[src/rtl/cpu_pkg.sv]
// Shared CPU definitions: loader state encoding and default widths.
// Imported by the program loader and its neighbours on the shared bus.
package cpu_pkg;

  localparam int ADDR_WIDTH_DEF = 4;
  localparam int DATA_WIDTH_DEF = 8;

  typedef logic [2:0] loader_state_t;

  localparam loader_state_t IDLE      = 3'd0;
  localparam loader_state_t WAIT_BYTE = 3'd1;
  localparam loader_state_t ADDR      = 3'd2;
  localparam loader_state_t DATA      = 3'd3;
  localparam loader_state_t DONE      = 3'd4;

endpackage

[src/rtl/ram_program_loader.sv]
// Boot loader: streams bytes into RAM via MAR load / RAM write.
// Holds the CPU halted and owns the shared bus while loading.
module ram_program_loader
  import cpu_pkg::*;
#(
  parameter int ADDR_WIDTH = ADDR_WIDTH_DEF,
  parameter int DATA_WIDTH = DATA_WIDTH_DEF
) (
  input  logic                  clk,
  input  logic                  rst_n,
  input  logic                  start,
  input  logic                  finish,
  input  logic                  manual_mode,
  input  logic                  in_valid,
  input  logic [DATA_WIDTH-1:0] in_data,
  output logic                  in_ready,
  output logic [DATA_WIDTH-1:0] bus_out,
  output logic                  bus_drive,
  output logic                  mar_load,
  output logic                  ram_write,
  output logic                  cpu_halt,
  output logic                  busy,
  output logic                  done,
  output logic [ADDR_WIDTH:0]   bytes_loaded
);

  localparam logic [ADDR_WIDTH-1:0] LAST = '1;

  loader_state_t         state;
  logic [ADDR_WIDTH-1:0] addr;
  logic [DATA_WIDTH-1:0] data_q;
  logic [DATA_WIDTH-1:0] bus_val;

  // State, address counter, captured byte and byte count
  always_ff @(posedge clk or negedge rst_n) begin
    if (!rst_n) begin
      state        <= IDLE;
      addr         <= '0;
      data_q       <= '0;
      bytes_loaded <= '0;
    end else begin
      unique case (1'b1)
        (state == IDLE): begin
          if (start && !manual_mode) begin
            state        <= WAIT_BYTE;
            addr         <= '0;
            bytes_loaded <= '0;
          end
        end
        (state == WAIT_BYTE): begin
          if (in_valid) begin
            data_q <= in_data;
            state  <= ADDR;
          end else if (finish) begin
            state <= DONE;
          end
        end
        (state == ADDR): begin
          state <= DATA;
        end
        (state == DATA): begin
          bytes_loaded <= bytes_loaded + 1'b1;
          if (addr == LAST) begin
            state <= DONE;
          end else begin
            addr  <= addr + 1'b1;
            state <= WAIT_BYTE;
          end
        end
        default: begin
          state <= IDLE;
        end
      endcase
    end
  end

  // Moore output decode from registered state
  always_comb begin
    in_ready  = 1'b0;
    bus_drive = 1'b0;
    mar_load  = 1'b0;
    ram_write = 1'b0;
    cpu_halt  = 1'b0;
    busy      = 1'b0;
    done      = 1'b0;
    bus_val   = '0;
    unique case (1'b1)
      (state == WAIT_BYTE): begin
        in_ready = 1'b1;
        cpu_halt = 1'b1;
        busy     = 1'b1;
      end
      (state == ADDR): begin
        bus_drive = 1'b1;
        mar_load  = 1'b1;
        cpu_halt  = 1'b1;
        busy      = 1'b1;
        bus_val   = DATA_WIDTH'(addr);
      end
      (state == DATA): begin
        bus_drive = 1'b1;
        ram_write = 1'b1;
        cpu_halt  = 1'b1;
        busy      = 1'b1;
        bus_val   = data_q;
      end
      (state == DONE): begin
        done     = 1'b1;
        cpu_halt = 1'b1;
        busy     = 1'b1;
      end
      default: begin
        bus_val = '0;
      end
    endcase
  end

  assign bus_out = bus_drive ? bus_val : '0;

endmodule

[config.mk]
export PLATFORM = sky130hd
export DESIGN_NAME = ram_program_loader
export DESIGN_NICKNAME = d
export VERILOG_FILES = /design/src/rtl/cpu_pkg.sv /design/src/rtl/ram_program_loader.sv
export SDC_FILE = /design/constraint.sdc
export NUM_CORES = 1
export LEC_CHECK = 0
export ABC_CLOCK_PERIOD_IN_PS = 4280
export CELL_PAD_IN_SITES_DETAIL_PLACEMENT = 0
export CELL_PAD_IN_SITES_GLOBAL_PLACEMENT = 1
export CORE_ASPECT_RATIO = 1.2
export CORE_MARGIN = 5
export CORE_UTILIZATION = 37
export DETAILED_ROUTE_END_ITERATION = 16
export GPL_TIMING_DRIVEN = 1
export PLACE_DENSITY_LB_ADDON = 0.1
export SLEW_MARGIN = 20
export SYNTH_ARGS = -nofsm -noshare
export SYNTH_HDL_FRONTEND = slang
export SYNTH_SLANG_ARGS = --single-unit
[constraint.sdc]
create_clock -name clk -period 4.28 [get_ports clk]
set_input_delay 1.07 -clock clk [delete_from_list [all_inputs] [get_ports clk]]
set_output_delay 1.07 -clock clk [all_outputs]
set_load 0.005 [all_outputs]
==> impl_metrics.env <==
export IMPL_drc=0
export IMPL_drt_first_pass_iters=4
export IMPL_powerDensity_nw_per_um2=610.2
export IMPL_crit_path_start_kind="register"
export IMPL_finalWeightedCongestion=0.7130
export IMPL_pwr_share_comb=0.480
export IMPL_synth_top_area_frac=0.4657
export IMPL_port_buffers=33
export IMPL_internal_power_mw=0.5661
export IMPL_drtAntennaViolNets=0
export IMPL_first_global_vias=838
export IMPL_netlist_area_sq_um=1075
export IMPL_core_area_sq_um=2785
export IMPL_ctsResizeCount=0
export IMPL_synth_distinct_cells=36
export IMPL_grt_first_pass_wirelength_um=3919
export IMPL_synth_simple_area_share=0.1898
export IMPL_ff2ff_setup_slack_ns=2.52
export IMPL_relSlewSlack=0.3848
export IMPL_dp_hpwl_um=1734
export IMPL_timing_rr_start="state[1]$_DFFE_PN0P_"
export IMPL_crit_path_start="state[0]$_DFFE_PN0P_"
export IMPL_area_growth_pct=33.18
export IMPL_synth_compound_area_frac=0.1141
export IMPL_ctsRootBufferMaster="clkbuf_4"
export IMPL_power_total_mw=0.8734
export IMPL_p_leak_nw=0.6298
export IMPL_synth_edf_count=0
export IMPL_syn_num_nets=116
export IMPL_rr_worst_depth=3
export IMPL_layout_min_cycle_time_ns=3.101
export IMPL_finalSetupViolCount=0
export IMPL_drive_gt1_frac=0.1154
export IMPL_die_h_um=69.04
export IMPL_fp_row_count=21
export IMPL_io_pins=34
export IMPL_switching_share=0.3518
export IMPL_cp_endpoint="bus_out[4]"
export IMPL_clk_pin_slew_ns=0.11
export IMPL_yosysSeqAreaShare=0.4657
export IMPL_yosysTopAreaCell="dfrtp_1"
export IMPL_max_freq_ghz=0.3225
export IMPL_ir_drop_v=0.0003142
export IMPL_synth_top_family_by_area="simple AND/OR/NAND/NOR gates"
export IMPL_synth_main_ff_cell="dfrtp_1"
export IMPL_overflow=0
export IMPL_clockPowerShare=0.100
export IMPL_muxShareOfSynthArea=0.1211
export IMPL_place_inst=161
export IMPL_hold_violations=0
export IMPL_worstSetupEndpointType="primary output"
export IMPL_n_fill_cell=292
export IMPL_rsz0062_at_grt="false"
export IMPL_power_switching_mw=0.3073
export IMPL_cp_data_arrival_time_ns=2.03
export IMPL_synth_xor_area_frac=0.03260
export IMPL_cts_sinks=20
export IMPL_worst_skew_pair_late_latency_ns=0.30
export IMPL_timing_rr_end="data_q[5]$_DFFE_PN0P_"
export IMPL_synth_commonest_cells="dfrtp_1, nor2_1, mux2_2, and2_1"
export IMPL_synth_seq_cells=20
export IMPL_slew_viol_final=0
export IMPL_synth_area_leaders="dfrtp_1, mux2_2, nor2_1, mux2i_1, and2_1"
export IMPL_async_flop_share=1.000
export IMPL_antenna_found_initial=0
export IMPL_finalWirelength_um=2296
export IMPL_fin_crit_sh=0.7245
export IMPL_diodes=0
export IMPL_numCtsBuffers=3
export IMPL_cts_max_path_buffers=2
export IMPL_start_util=0.3859
export IMPL_drt_iter0_drc=15
export IMPL_yosys_area_share_adder=0.02328
export IMPL_die_area_sq_um=4087
export IMPL_ctsHoldBuffers=0
export IMPL_cts_htree_levels=1
export IMPL_seq_power_share=0.419
export IMPL_cts_tree="done"
export IMPL_grt_total_usage=0.1213
export IMPL_tns_ns=0
export IMPL_ys_warn_count=0
export IMPL_drv_cap=0
export IMPL_die_w_um=59.20
export IMPL_grt_max_degree=21
export IMPL_vias=823
export IMPL_fin_skew_ns=0.006662
export IMPL_critPathKind="reg2out"
export IMPL_post_cts_setup_buffer_count=0
export IMPL_crit_required_ns=3.21
export IMPL_path_max_fanout=14
export IMPL_viasPerCell=5.018
export IMPL_avgSynthCellArea_sq_um=10.75
export IMPL_syn_inst=100
export IMPL_routedWlPerCell_um=14.00
export IMPL_yosysMostFrequentCell="dfrtp_1"
export IMPL_fin_cells=164
export IMPL_hp_class="reg2reg"
export IMPL_status="finished clean"
export IMPL_nets=148
export IMPL_worst_pin_slew_ns=0.9199
## final cells by class
class                           instances  area, sq um  area share
Multi-Input combinational cell         69        516.7      0.3610
Sequential cell                        20        500.5      0.3497
Timing Repair Buffer                   33        330.3      0.2308
Tap cell                               34        42.54     0.02972
Clock buffer                            3        22.52     0.01573
Inverter                                5        18.77     0.01311
## worst max-delay path, cell delays in order, from the launching register on
cell             delay, ns
dfrtp_1               0.69
nand3b_4              0.18
inv_2                 0.20
and2_1                0.16
clkdlybuf4s50_1       0.50
## power by group through the flow
stage / logic [mW] / registers [mW] / clock network (mW)
after global placement: 0.419 / 0.367 / 0
after CTS: 0.426 / 0.368 / 0.0928
after detailed placement: 0.424 / 0.372 / 0
final: 0.420 / 0.366 / 0.0877
after floorplan: 0.283 / 0.329 / 0
after global routing: 0.467 / 0.382 / 0.102
## logic make-up after synthesis
group	after synthesis
fa+ha+maj	2
simple gates	35
mux	12
flops	20
compound gates	16
xor+xnor	4
buf+inv	11
## metrics by stage
| stage | setup WS, ns | hold WS [ns] | cell area [sq um] | util |
|---|---|---|---|---|
| after floorplan | 2.154 | 0.4489 | 1075 | - |
| after global placement | 1.578 | 0.4692 | 1409 | 0.5058 |
| after detailed placement | 1.511 | 0.4756 | 1409 | 0.5058 |
| after CTS | 1.159 | 0.5022 | 1431 | 0.5139 |
| after global routing | 1.051 | 0.5386 | 1431 | 0.5139 |
| final | 1.179 | 0.4990 | 1431 | 0.5139 |
## registers in the layout, indices dropped and copies added, names as in the netlist
register and flops:
bytes_loaded 5, addr 4, state 3, data_q 8
## metal layers
| metal | GRT usage | vias up | wire length [um] |
|---|---|---|---|
| li1 | - | 413 | - |
| met1 | 0.1641 | 385 | 1038 |
| met2 | 0.1896 | 21 | 1096 |
| met3 | 0.02612 | 4 | 126 |
| met4 | 0.03778 | 0 | 34 |
| met5 | 0 | - | 0 |
## worst min path at each step
stage                                from               endpoint  slack [ns]  depth (start not counted)
floorplan           data_q[6]$_DFFE_PN0P_  data_q[6]$_DFFE_PN0P_        0.45                          1
global placement    data_q[6]$_DFFE_PN0P_  data_q[6]$_DFFE_PN0P_        0.47                          1
detailed placement  data_q[6]$_DFFE_PN0P_  data_q[6]$_DFFE_PN0P_        0.48                          1
CTS                 data_q[6]$_DFFE_PN0P_  data_q[6]$_DFFE_PN0P_        0.50                          1
global route        data_q[6]$_DFFE_PN0P_  data_q[6]$_DFFE_PN0P_        0.54                          1
finish              data_q[6]$_DFFE_PN0P_  data_q[6]$_DFFE_PN0P_        0.50                          1
## cells in the final DEF (no fill, tap or decap), types with 4 or more instances in the layout
cell type	instances
nor2_1	11
mux2i_1	4
clkdlybuf4s50_1	33
dfrtp_1	20
nand3_1	4
and2_1	6
inv_1	4
mux2_2	7
Note: power is estimated with default switching activity, not from simulation.
